<file path="src/rtl/atm_pkg.sv">
// Shared state and op-code encodings for the ATM session controller.
package atm_pkg;

  typedef logic [3:0] atm_state_t;

  localparam atm_state_t ST_IDLE    = 4'd0;
  localparam atm_state_t ST_CHECK   = 4'd1;
  localparam atm_state_t ST_PIN     = 4'd2;
  localparam atm_state_t ST_MENU    = 4'd3;
  localparam atm_state_t ST_WDRAW   = 4'd4;
  localparam atm_state_t ST_DEPOSIT = 4'd5;
  localparam atm_state_t ST_SHOWBAL = 4'd6;
  localparam atm_state_t ST_EJECT   = 4'd7;
  localparam atm_state_t ST_RETAIN  = 4'd8;

  localparam logic [1:0] OP_WDRAW = 2'b00;
  localparam logic [1:0] OP_DEP   = 2'b01;
  localparam logic [1:0] OP_BAL   = 2'b10;
  localparam logic [1:0] OP_EXIT  = 2'b11;

endpackage

</file>
<file path="src/rtl/atm_balance_bank.sv">
// Per-account balance registers with the subtract/add results and the
// insufficient-funds / overflow flags for the currently selected account.
module atm_balance_bank #(
  parameter int BAL_W    = 16,
  parameter int N_ACCT   = 4,
  parameter int INIT_BAL = 100
) (
  input  logic                      clk,
  input  logic                      rst_n,
  input  logic [$clog2(N_ACCT)-1:0] i_idx,
  input  logic [BAL_W-1:0]          i_amt,
  input  logic                      i_we,
  input  logic [BAL_W-1:0]          i_wr_bal,
  output logic [BAL_W-1:0]          o_bal,
  output logic [BAL_W-1:0]          o_sub_bal,
  output logic [BAL_W-1:0]          o_add_bal,
  output logic                      o_insuf,
  output logic                      o_ovf
);

  logic [BAL_W-1:0] r_bal [N_ACCT];
  logic [BAL_W:0]   w_sum;

  assign o_bal     = r_bal[i_idx];
  assign o_insuf   = (i_amt > o_bal);
  assign o_sub_bal = o_bal - i_amt;
  assign w_sum     = {1'b0, o_bal} + {1'b0, i_amt};
  assign o_add_bal = w_sum[BAL_W-1:0];
  assign o_ovf     = w_sum[BAL_W];

  always_ff @(posedge clk or negedge rst_n) begin
    if (!rst_n) begin
      for (int i = 0; i < N_ACCT; i++) r_bal[i] <= BAL_W'(INIT_BAL);
    end else if (i_we) begin
      r_bal[i_idx] <= i_wr_bal;
    end
  end

endmodule

</file>
<file path="src/rtl/atm_session_ctrl.sv">
// ATM card-session FSM: IDLE wait card, CHECK validate, PIN entry, MENU op select,
// WDRAW/DEPOSIT take amount, SHOWBAL inquiry, EJECT/RETAIN one-cycle card pulse.
module atm_session_ctrl
  import atm_pkg::*;
#(
  parameter int PIN_W     = 4,
  parameter int BAL_W     = 16,
  parameter int N_ACCT    = 4,
  parameter int MAX_TRIES = 3,
  parameter int TIMEOUT   = 1023,
  parameter int INIT_BAL  = 100
) (
  input  logic                      clk,
  input  logic                      rst_n,
  input  logic                      card_in,
  input  logic                      card_ok,
  input  logic [$clog2(N_ACCT)-1:0] acct_sel,
  input  logic                      pin_vld,
  input  logic [PIN_W-1:0]          pin,
  input  logic [PIN_W-1:0]          pin_ref,
  input  logic                      op_vld,
  input  logic [1:0]                op,
  input  logic                      amt_vld,
  input  logic [BAL_W-1:0]          amt,
  input  logic                      cancel,
  output logic [3:0]                state,
  output logic                      eject,
  output logic                      retain,
  output logic                      dispense,
  output logic [BAL_W-1:0]          disp_amt,
  output logic [BAL_W-1:0]          bal_out,
  output logic                      txn_ok,
  output logic                      txn_err
);

  localparam int              AW       = $clog2(N_ACCT);
  localparam int              TW       = $clog2(TIMEOUT + 1);
  localparam logic [TW-1:0]   TMR_LAST = TW'(TIMEOUT - 1);
  localparam logic [2:0]      TRY_MAX  = 3'(MAX_TRIES);

  atm_state_t       r_state, w_nxt_state;
  logic [AW-1:0]    r_acct;
  logic [2:0]       r_tries, w_tries_nxt;
  logic [TW-1:0]    r_timer;
  logic             r_eject, r_retain, r_disp, r_ok, r_err;
  logic [BAL_W-1:0] r_disp_amt, r_bal_out;

  logic             w_active, w_timed, w_timeout, w_strobe, w_acct_ld;
  logic             w_eject, w_retain, w_disp, w_ok, w_err, w_bal_ld, w_we;
  logic [BAL_W-1:0] w_bal_nxt, w_wr_bal, w_rd_bal, w_sub_bal, w_add_bal;
  logic             w_insuf, w_ovf;

  atm_balance_bank #(
    .BAL_W   (BAL_W),
    .N_ACCT  (N_ACCT),
    .INIT_BAL(INIT_BAL)
  ) u_bank (
    .clk      (clk),
    .rst_n    (rst_n),
    .i_idx    (r_acct),
    .i_amt    (amt),
    .i_we     (w_we),
    .i_wr_bal (w_wr_bal),
    .o_bal    (w_rd_bal),
    .o_sub_bal(w_sub_bal),
    .o_add_bal(w_add_bal),
    .o_insuf  (w_insuf),
    .o_ovf    (w_ovf)
  );

  assign w_active  = (r_state != ST_IDLE) && (r_state != ST_EJECT) && (r_state != ST_RETAIN);
  assign w_timed   = (r_state == ST_PIN) || (r_state == ST_MENU) ||
                     (r_state == ST_WDRAW) || (r_state == ST_DEPOSIT);
  assign w_timeout = w_timed && (r_timer == TMR_LAST);

  always_comb begin
    w_nxt_state = r_state;
    w_tries_nxt = r_tries;
    w_strobe    = 1'b0;
    w_acct_ld   = 1'b0;
    w_eject     = 1'b0;
    w_retain    = 1'b0;
    w_disp      = 1'b0;
    w_ok        = 1'b0;
    w_err       = 1'b0;
    w_bal_ld    = 1'b0;
    w_bal_nxt   = r_bal_out;
    w_we        = 1'b0;
    w_wr_bal    = w_rd_bal;
    // Card removal silently abandons the session; cancel and timeout eject.
    if (w_active && !card_in) begin
      w_nxt_state = ST_IDLE;
    end else if (w_active && cancel) begin
      w_nxt_state = ST_EJECT;
    end else if (w_timeout) begin
      w_nxt_state = ST_EJECT;
    end else begin
      case (r_state)
        ST_IDLE: if (card_in) w_nxt_state = ST_CHECK;
        ST_CHECK: begin
          if (card_ok) begin
            w_nxt_state = ST_PIN;
            w_acct_ld   = 1'b1;
            w_tries_nxt = '0;
          end else begin
            w_nxt_state = ST_EJECT;
          end
        end
        ST_PIN: if (pin_vld) begin
          w_strobe = 1'b1;
          if (pin == pin_ref) begin
            w_nxt_state = ST_MENU;
          end else begin
            w_tries_nxt = r_tries + 3'd1;
            if (w_tries_nxt == TRY_MAX) w_nxt_state = ST_RETAIN;
          end
        end
        ST_MENU: if (op_vld) begin
          w_strobe = 1'b1;
          case (op)
            OP_WDRAW: w_nxt_state = ST_WDRAW;
            OP_DEP:   w_nxt_state = ST_DEPOSIT;
            OP_BAL:   w_nxt_state = ST_SHOWBAL;
            OP_EXIT:  w_nxt_state = ST_EJECT;
          endcase
        end
        ST_WDRAW: if (amt_vld) begin
          w_strobe    = 1'b1;
          w_nxt_state = ST_MENU;
          if (!w_insuf) begin
            w_we      = 1'b1;
            w_wr_bal  = w_sub_bal;
            w_disp    = 1'b1;
            w_ok      = 1'b1;
            w_bal_ld  = 1'b1;
            w_bal_nxt = w_sub_bal;
          end else begin
            w_err = 1'b1;
          end
        end
        ST_DEPOSIT: if (amt_vld) begin
          w_strobe    = 1'b1;
          w_nxt_state = ST_MENU;
          if (!w_ovf) begin
            w_we      = 1'b1;
            w_wr_bal  = w_add_bal;
            w_ok      = 1'b1;
            w_bal_ld  = 1'b1;
            w_bal_nxt = w_add_bal;
          end else begin
            w_err = 1'b1;
          end
        end
        ST_SHOWBAL: begin
          w_ok        = 1'b1;
          w_bal_ld    = 1'b1;
          w_bal_nxt   = w_rd_bal;
          w_nxt_state = ST_MENU;
        end
        ST_EJECT: begin
          w_eject     = 1'b1;
          w_nxt_state = ST_IDLE;
        end
        ST_RETAIN: begin
          w_retain    = 1'b1;
          w_nxt_state = ST_IDLE;
        end
        default: w_nxt_state = ST_IDLE;
      endcase
    end
  end

  always_ff @(posedge clk or negedge rst_n) begin
    if (!rst_n) begin
      r_state    <= ST_IDLE;
      r_acct     <= '0;
      r_tries    <= '0;
      r_timer    <= '0;
      r_eject    <= 1'b0;
      r_retain   <= 1'b0;
      r_disp     <= 1'b0;
      r_ok       <= 1'b0;
      r_err      <= 1'b0;
      r_disp_amt <= '0;
      r_bal_out  <= '0;
    end else begin
      r_state  <= w_nxt_state;
      r_tries  <= w_tries_nxt;
      if (w_acct_ld) r_acct <= acct_sel;
      if (!w_timed || w_strobe || (w_nxt_state != r_state)) r_timer <= '0;
      else                                                  r_timer <= r_timer + TW'(1);
      r_eject    <= w_eject;
      r_retain   <= w_retain;
      r_disp     <= w_disp;
      r_ok       <= w_ok;
      r_err      <= w_err;
      r_disp_amt <= w_disp ? amt : '0;
      if (w_bal_ld) r_bal_out <= w_bal_nxt;
    end
  end

  assign state    = r_state;
  assign eject    = r_eject;
  assign retain   = r_retain;
  assign dispense = r_disp;
  assign disp_amt = r_disp_amt;
  assign bal_out  = r_bal_out;
  assign txn_ok   = r_ok;
  assign txn_err  = r_err;

endmodule

</file>
<file path="config.mk">
export PLATFORM = sky130hd
export DESIGN_NAME = atm_session_ctrl
export DESIGN_NICKNAME = d
export VERILOG_FILES = /design/src/rtl/atm_pkg.sv /design/src/rtl/atm_balance_bank.sv /design/src/rtl/atm_session_ctrl.sv
export SDC_FILE = /design/constraint.sdc
export NUM_CORES = 1
export LEC_CHECK = 0
export ABC_AREA = 1
export CORE_AREA = 2 2 166 168
export CTS_CLUSTER_SIZE = 30
export DETAILED_ROUTE_END_ITERATION = 6
export DIE_AREA = 0 0 168 170
export PLACE_DENSITY_LB_ADDON = 0.12
export SETUP_SLACK_MARGIN = 0.5
export SLEW_MARGIN = 30
export SYNTH_ARGS = -nofsm -noshare
export SYNTH_HDL_FRONTEND = slang
export SYNTH_SLANG_ARGS = --single-unit
</file>
<file path="constraint.sdc">
create_clock -name clk -period 3.95 [get_ports clk]
set_input_delay 0.395 -clock clk [delete_from_list [all_inputs] [get_ports clk]]
set_output_delay 0.395 -clock clk [all_outputs]
set_load 0.02 [all_outputs]
</file>
==> results.cfg, run 1 <==
[global_routing]
antenna_found_initial = 0
grt_pass1_wl_um = 42300
track_usage = 0.192
grt_max_degree = 119
gr-total-overflow = 0
grt_pass1_vias = 7491

[sta]
slew_violations = 0
hold_slack_ps = 303
fmax_ghz = 0.298
hold_viol = 0
setup-violations-final = 0
finClkSkew_ps = 12.0
rsz0062_at_grt = yes
worst_pin_slew_ps = 695
slew_headroom = 0.537
min_period_ps = 3350
finalCritPeriodShare = 0.849

[yosys]
yosysSeqAreaShare = 0.379
ys_dominant_reg_cell = dfrtp_1
ys_seq_elements = 120
async_flop_share = 1.00
syn_area_per_cell_um2 = 7.06
ys.warnings.count = 0
synthesis.nets = 1203
synth-edff-count = 0
netlist_instances = 1127
yosysUniqueCellTypes = 48
netlist_area_um2 = 7960

[cells_and_area]
drive_gt1_frac = 0.207
final_cells = 1629
area_delta_synth_final_pct = 36.8
most-common-layout-cells = 432 x nand2_1, 106 x dfrtp_1, 100 x inv_1, 77 x nor2_1, 75 x clkdlybuf4s50_1
fin_area_um2 = 10900
final_common_cell = nand2_1
nFillCells = 2751
seqCellArea_um2 = 3020
diodes = 0
multiInputGateArea_um2 = 4780
final_nets = 1351

[setup_path]
worstPathMaxFanout = 8
critPathCaptureType = register
max_stage_delay_ps = 480
cp.required_ps = 4260
crit_top_cell = nand2_2
path_cells = nand2_4 -> clkinvlp_4 -> buf_6 -> a221oi_2 -> buf_4 -> clkinvlp_4 -> ha_4 -> inv_4 -> nor3_4 -> inv_1 -> nor2_1 -> nand2_1 -> nand2_2 -> nand2_2 -> nand2_2 -> nand3_4 -> buf_12 -> nor2_4 -> clkinv_4 -> nand2_2 -> nand2_2
critical_path_class = reg2reg
critPathArrivalTime_ps = 3670
cp_slowest_cell = dfrtp_2
cp-start-kind = register
cp-startpoint = r_acct[0]
rr_startpoint = r_acct[0]

[clocking]
cts_tree = done
root_buffer = clkbuf_16
clk_path_buf_depth = 2
clock_latency_ps = 430
clk_pin_slew_ps = 60
cts.sinks = 120
cts-buffers-inserted = 17
h-tree-depth = 4

[floorplan]
io_pins = 77
core_um2 = 26700
die_x_um = 168
die_y_um = 170
start_util = 0.298
die_area_um2 = 28600
rows = 60

[worst_hold_path]
hold_class = in2async

[place]
place_congestion = 0.892
place_inst = 1564
portBuffers = 76
place.detailed.hpwl_um = 19900
place_area_um2 = 9380

[power]
power_leakage_nw = 5.57
power-per-cell-area_nw_per_um2 = 570
peakVddDrop_v = 0.000258
design_power_total_mw = 6.20

[route]
wl_per_cell_um = 16.7
dr.pass1.iters = 7
ant_nets = 0
vias_per_cell = 4.77
drc = 0
drt_iter0_markers = 530
drt-total-wl_um = 27300
vias = 7772

[run_status]
status = finished, final reports clean

[job]
drv_cap = 0
kinds of logic (layout without fill, tap and decap cells):
logic type / after synthesis / in the layout / share of synthesized area
AND/OR/NAND/NOR: 663 / 664 / 0.343
buffers and inverters: 161 / 321 / 0.0903
flip-flops: 120 / 120 / 0.379
AO/OA/AOI/OAI: 110 / 110 / 0.0856
adder cells (fa/ha/maj): 40 / 40 / 0.0648
XOR/XNOR: 31 / 31 / 0.0341
multiplexers: 2 / 2 / 0.00283
critical path, delay by kind of cell, from the launching register on:
kind / cells / cell delay (ps)
simple gates: 11 / 1190
buf+inv: 8 / 1000
flops: 1 / 480
fa+ha+maj: 1 / 310
compound gates: 1 / 230
report_power, final:
group	switching [mW]	internal, mW
Combinational	1.84	1.11
Sequential	0.167	1.46
Clock	0.605	1.03
Total	2.61	3.59
layout make-up:
| cell class | instances | area share |
|---|---|---|
| clock buffers | 25 | 0.0437 |
| clock inverters | 7 | 0.0112 |
| well taps | 341 | 0.0392 |
| multi-input cells | 847 | 0.440 |
| repair buffers | 159 | 0.140 |
| inverters | 129 | 0.0477 |
| repair inverters | 1 | 0.00103 |
| flip-flops and latches | 120 | 0.278 |
through the flow:
stage | TNS [ps] | setup slack, ps | utilization
6_report | 0 | 596 | 0.408
5_1_grt | 0 | 392 | 0.408
4_1_cts | 0 | 504 | 0.388
3_5_place_dp | -130 | -39.7 | 0.352
3_3_place_gp | -131 | -52.6 | 0.352
2_1_floorplan | 0 | 661 | -
final timing paths:
check / slack, ps / cells after the start / endpoint
max reg2reg: 600 / 21 / u_bank.r_bal[14]
min reg2reg: 460 / 1 / r_timer[0]
max in group asynchronous: 2790 / 3 / u_bank.r_bal[42]
min in group clk: 460 / 1 / r_timer[0]
min: 300 / 2 / disp_amt[0]
max: 600 / 21 / u_bank.r_bal[14]
layer usage:
metal,routed length [um],global-route usage
met5,0,0
met1,13100,0.265
met2,12700,0.312
met3,1060,0.0330
met4,396,0.0514
synth_stat cells, types with 3 or more instances:
cell type,count,area (um^2)
nand2_1,460,1730
inv_1,119,447
dfrtp_1,108,2700
nor2_1,87,327
nand3_1,75,375
ha_1,38,475
a21oi_1,34,170
o21ai_0,27,135
xor2_1,22,193
a22oi_1,12,90.1
dfstp_2,12,315
nand4_1,11,68.8
buf_4,9,67.6
xnor2_1,9,78.8
buf_2,8,40.0
buf_6,8,90.1
nand2_2,8,50.1
clkbuf_1,7,26.3
o211ai_1,6,45.0
o21ai_1,6,30.0
a221oi_1,5,43.8
inv_2,5,18.8
a22o_1,4,35.0
inv_4,4,25.0
nor3_1,4,20.0
and2_1,3,18.8
nor2_2,3,18.8
nor2_4,3,33.8
o21bai_1,3,22.5
registers in the layout (all words and copies together), names as in the netlist:
| signal | cells |
|---|---|
| retain | 1 |
| eject | 1 |
| r_timer | 10 |
| r_tries | 3 |
| txn_ok | 1 |
| dispense | 1 |
| state | 4 |
| bal_out | 16 |
| disp_amt | 16 |
| r_acct | 2 |
| txn_err | 1 |
| u_bank.r_bal | 64 |
what timing repair did:
action                     4_1_cts  5_1_grt
pin swaps                        7       35
resized for setup               57      115
hold endpoints to repair         2        0
setup endpoints to repair       97       96
setup buffers                   15       14
cloned                           1        2
hold buffers                     1        0
No activity file was read; power rests on OpenSTA's default activity.
==> inputs of run 2 (changes only) <==
- clock period: 3.95 -> 3 ns (I/O delays scaled with it)
==> run 2 against run 1 <==
  * The flow now finishes with violations (negative setup slack)
  * Worst setup slack got worse by 840 ps
  * Maximum frequency grew 3.3%
  * Die area did not move
  * Largest power group unchanged
  * Clock power rose by 25%
==> results.cfg, run 2 (synthesis gave the netlist of run 1 again) <==
[sta]
rsz0062_at_grt = yes
fmax_ghz = 0.308
setup-violations-final = 97
setup_ws_ps = -245
worst_pin_slew_ps = 679
setup_tns_ps = -15670
hold_slack_ps = 448
min_period_ps = 3250
slew_violations = 0
slew_headroom = 0.548
finalCritPeriodShare = 1.08
finClkSkew_ps = 9.65
hold_viol = 0

[floorplan]
die_x_um = 168
die_y_um = 170
core_um2 = 26700
die_area_um2 = 28600
io_pins = 77
start_util = 0.298
rows = 60

[clocking]
clk_pin_slew_ps = 60
cts_tree = done
clock_latency_ps = 430
root_buffer = clkbuf_16
cts.sinks = 120
h-tree-depth = 4
cts-buffers-inserted = 17
clk_path_buf_depth = 2

[setup_path]
path_cells = nor2_4 -> buf_12 -> buf_12 -> nand2_4 -> nand2_4 -> a221oi_4 -> inv_2 -> ha_4 -> inv_4 -> a21oi_4 -> nand2_2 -> a21oi_4 -> nand3_4 -> nand2_4 -> nand3_4 -> buf_12 -> nor2_4 -> buf_6 -> buf_12 -> nand3_1 -> nand2_1
critical_path_class = reg2reg
worstRegToRegCells = 21
crit_family = simple AND/OR/NAND/NOR gates
critPathCaptureType = register
crit_top_cell = buf_12
max_stage_delay_ps = 480
worstReg2RegEnd = u_bank.r_bal[14]
cp.required_ps = 3370
cp_slowest_cell = dfrtp_2
cp.buffers_inverters = 7
worstPathMaxFanout = 7
cp-start-kind = register
worst-path-stages = 21
critPathArrivalTime_ps = 3620
rr_startpoint = r_acct[1]
r2r_slack_ps = -250
crit_path_end = u_bank.r_bal[14]
cp-startpoint = r_acct[1]

[power]
switching_share = 0.426
intPower_mw = 5.38
seq_power_share = 0.231
peakVddDrop_v = 0.000405
power_frac_clock = 0.217
power_leakage_nw = 6.57
p_sw_mw = 3.99
design_power_total_mw = 9.37
power-per-cell-area_nw_per_um2 = 741
power.share.combinational = 0.552

[route]
ant_nets = 0
dr.pass1.iters = 5
wl_per_cell_um = 16.7
vias = 8265
drc = 0
drt-total-wl_um = 29400
drt_iter0_markers = 388
vias_per_cell = 4.71

[cells_and_area]
final_cells = 1756
final_nets = 1478
area_delta_synth_final_pct = 58.9
drive_gt1_frac = 0.364
top_register = u_bank.r_bal
most-common-layout-cells = 369 x nand2_1, 163 x buf_4, 106 x dfrtp_1, 94 x inv_1
largest_register_ffs = 64
nFillCells = 2630
final_common_cell = nand2_1
diodes = 0

[place]
place.detailed.hpwl_um = 21300
place_congestion = 0.902
place_inst = 1679
portBuffers = 76

[run_status]
status = finished with violations
violations = negative setup slack

[global_routing]
grt_pass1_wl_um = 46200
grt_pass1_vias = 8432
grt_max_degree = 50
gr-total-overflow = 0
track_usage = 0.211
antenna_found_initial = 0

[worst_hold_path]
hold_class = in2async

[job]
drv_cap = 0
==> run 2: cell types whose count changed in the layout (fill, tap and decap cells not counted), moves of 9 or more <==
cell,before,now
nand2_1,432,369
nand2_4,5,26
buf_4,63,163
buf_12,7,17
buf_6,12,24
nand2_2,33,75
nor2_1,77,67
nand3_1,63,54
==> run 2: worst min-delay path by stage <==
| stage | to | cells after the start |
|---|---|---|
| 2_1_floorplan | bal_out[0] | 0 |
| 3_3_place_gp | retain | 1 |
| 3_5_place_dp | retain | 1 |
| 4_1_cts | retain | 2 |
| 5_1_grt | r_timer[0] | 1 |
| 6_report | retain | 2 |
==> run 2: worst reg2reg max path, stage by stage (launching register included) <==
cell and delay, ps:
dfrtp_2 480, nor2_4 80, buf_12 140, buf_12 130, nand2_4 60, nand2_4 50, a221oi_4 240, inv_2 110
ha_4 330, inv_4 50, a21oi_4 160, nand2_2 100, a21oi_4 220, nand3_4 110, nand2_4 110, nand3_4 120
buf_12 160, nor2_4 120, buf_6 150, buf_12 140, nand3_1 80, nand2_1 60
==> run 2: area by class of cell <==
class,count,area (um^2),share of cell area
Clock buffer,19,443,0.0350
Timing Repair inverter,1,8.76,0.000693
Timing Repair Buffer,285,2710,0.214
Inverter,129,529,0.0419
Tap cell,341,427,0.0338
Sequential cell,120,3020,0.239
Multi-Input combinational cell,848,5390,0.426
Clock inverter,13,120,0.00950
==> run 2: power by group through the flow <==
stage	sequential (mW)	combinational [mW]	clock [mW]
2_1_floorplan	2.25	2.01	0
3_3_place_gp	2.15	4.04	0
3_5_place_dp	2.15	4.02	0
4_1_cts	2.15	4.82	2.08
5_1_grt	2.20	5.58	2.15
6_report	2.16	5.17	2.03
==> run 2: what timing repair did <==
action / CTS / global route
cloned: 4 / 2
endpoints found under the setup margin: 99 / 109
resized for setup: 179 / 120
pin swaps: 44 / 82
setup buffers: 26 / 12
hold buffers: 1 / 0
endpoints found under the hold margin: 46 / 0
==> run 2: stage by stage <==
step	util	instance area [um^2]	worst slack, ps
after floorplan	-	8170	-12.9
after global routing	0.474	12600	-406
after global placement	0.394	10500	-626
final	0.474	12600	-245
after detailed placement	0.394	10500	-592
after CTS	0.454	12100	-192
==> run 2: per-layer routing <==
metal / GRT usage / wire, um / vias to the layer above / part of all wire
met5: 0 / 0 / - / 0
met4: 0.0688 / 680 / 0 / 0.023
met1: 0.274 / 13400 / 3907 / 0.46
met3: 0.0314 / 1140 / 41 / 0.039
li1: - / - / 4116 / -
met2: 0.361 / 14200 / 201 / 0.48
==> inputs of run 3 (changes only) <==
- ABC_AREA: 1 -> 0
- CORE_AREA: 2 2 166 168 -> 2 2 160 162
- DIE_AREA: 0 0 168 170 -> 0 0 162 164
==> run 3 against run 2 <==
  * Synthesized area shrank 7.5%
  * Clock skew grew 6.1 ps
  * Critical endpoint is now u_bank.r_bal[53]
  * Final area shrank 3.7%
  * Combinational power grew 50%
  * Synthesized cell count shrank 28%
  * Worst setup slack lost 520 ps
  * Critical path depth shrank 6
  * Critical path type unchanged
  * Largest cell class unchanged
  * Maximum frequency shrank 14%
  * The run still ends with negative setup slack left
==> results.cfg, run 3 <==
[yosys]
synth_top_cell_by_area = dfrtp_1
yosysSeqAreaShare = 0.410
synthTopCellsByArea = dfrtp_1 37%, ha_1 6.5%, mux4_2 4.9%
synth-edff-count = 0
yosysUniqueCellTypes = 67
ys_seq_elements = 120
netlist_instances = 806
synthesis.nets = 882
ys.warnings.count = 0
netlist_area_um2 = 7360
async_flop_share = 1.00
ys_dominant_reg_cell = dfrtp_1
synth.most_common_cell = dfrtp_1
syn_area_per_cell_um2 = 9.13
synth_commonest_cells = 108 x dfrtp_1, 94 x nand2_1, 88 x nor2_1, 51 x a21oi_1, 50 x o21ai_0
synth_top_area_frac = 0.367

[clocking]
cts-buffers-inserted = 17
h-tree-depth = 4
clock_latency_ps = 430
clk_path_buf_depth = 2
clk_pin_slew_ps = 70
root_buffer = clkbuf_16
cts_tree = done
cts.sinks = 120

[global_routing]
track_usage = 0.196
antenna_found_initial = 0
grt_pass1_vias = 7035
gr-total-overflow = 0
grt_max_degree = 55
grt_pass1_wl_um = 39600

[cells_and_area]
top_register = u_bank.r_bal
final_cells = 1449
largest_register_ffs = 64
final_common_cell = buf_4
final_nets = 1182
area_delta_synth_final_pct = 65.5
nFillCells = 2326
drive_gt1_frac = 0.441
diodes = 0
most-common-layout-cells = 196 x buf_4, 107 x dfrtp_1, 75 x clkdlybuf4s50_1, 68 x nand2_1, 66 x nor2_1
post-route-util = 0.491
seqCellArea_um2 = 3020
multiInputGateArea_um2 = 4960

[sta]
slew_headroom = 0.509
worst_pin_slew_ps = 737
fmax_ghz = 0.266
finClkSkew_ps = 15.8
hold_viol = 0
slew_violations = 0
rsz0062_at_grt = yes
setup_tns_ps = -61530
min_period_ps = 3760
finalCritPeriodShare = 1.25
setup-violations-final = 99
setup_ws_ps = -763
hold_slack_ps = 460

[setup_path]
cp.required_ps = 3350
worstRegToRegCells = 15
r2r_slack_ps = -760
worstPathMaxFanout = 8
critical_path_class = reg2reg
cp-startpoint = r_acct[0]
crit_path_end = u_bank.r_bal[53]
cp-start-kind = register
rr_startpoint = r_acct[0]
critPathCaptureType = register
worstReg2RegEnd = u_bank.r_bal[53]
critPathArrivalTime_ps = 4120

[power]
power_leakage_nw = 5.36
peakVddDrop_v = 0.000440
power-per-cell-area_nw_per_um2 = 1010

[route]
drc = 0
drt_iter0_markers = 462
drt-total-wl_um = 25900
dr.pass1.iters = 5
vias = 7087
wl_per_cell_um = 17.8
vias_per_cell = 4.89
ant_nets = 0

[floorplan]
start_util = 0.296
core_um2 = 24800
die_y_um = 164
die_area_um2 = 26600
die_x_um = 162
io_pins = 77
rows = 58

[place]
place_inst = 1375
place.detailed.hpwl_um = 18800
dpl_worst_slack_ps = -1020
portBuffers = 76
place_congestion = 0.898

[worst_hold_path]
hold_class = in2async

[run_status]
status = finished with violations
violations = negative setup slack

[job]
drv_cap = 0
-- run 3: cell families after synthesis --
kind of cell / share of synthesized area
AND/OR/NAND/NOR: 0.179
AO/OA/AOI/OAI: 0.201
flip-flops: 0.410
buffers and inverters: 0.0492
adder cells (fa/ha/maj): 0.0701
XOR/XNOR: 0.0369
multiplexers: 0.0536
-- run 3: how the worst min path moves through the flow --
stage	from	to
floorplan	rst_n	bal_out[0]
global placement	rst_n	disp_amt[3]
detailed placement	rst_n	disp_amt[3]
CTS	u_bank.r_bal[6]	u_bank.r_bal[6]
global route	u_bank.r_bal[38]	u_bank.r_bal[38]
finish	rst_n	disp_amt[1]
-- run 3: critical path, cell delays in order, from the launching register on --
cell and delay, ps:
dfrtp_2 440, buf_12 160, mux4_2 540, ha_1 330
buf_4 160, inv_1 60, a21o_1 220, or4b_4 540
a211oi_4 300, nor3_4 120, buf_6 140, buf_6 120
nor3_4 240, buf_4 150, o21ai_1 50, o21a_1 100
-- run 3: per-layer routing --
metal	wire length (um)	track usage
met2	12400	0.318
met3	749	0.0290
met4	628	0.0704
met5	0	0
met1	12100	0.266
-- run 3: what timing repair did --
| item | in CTS | in global routing |
|---|---|---|
| pin swaps | 38 | 44 |
| hold buffers | 1 | 0 |
| endpoints found under the setup margin | 99 | 99 |
| gates resized for setup | 136 | 120 |
| setup buffers | 21 | 13 |
| gates cloned | 3 | 4 |
| endpoints found under the hold margin | 50 | 0 |
-- run 3: report_power, final --
group / internal, mW / switching, mW
clock network: 1.17 / 0.924
registers: 2.08 / 0.296
logic: 3.84 / 3.93
total: 7.09 / 5.15
-- run 3: cell type report --
class	instances	share of cell area
Clock inverter	15	0.0124
Multi-Input combinational cell	599	0.408
Inverter	44	0.0144
Clock buffer	17	0.0349
Timing Repair Buffer	324	0.249
Tap cell	330	0.0339
Sequential cell	120	0.248
-- run 3: stage by stage --
stage               cell area, um^2  power (mW)
global placement              10200        8.77
floorplan                      7750        5.86
global route                  12200        13.0
finish                        12200        12.2
CTS                           11500        11.7
detailed placement            10200        8.77
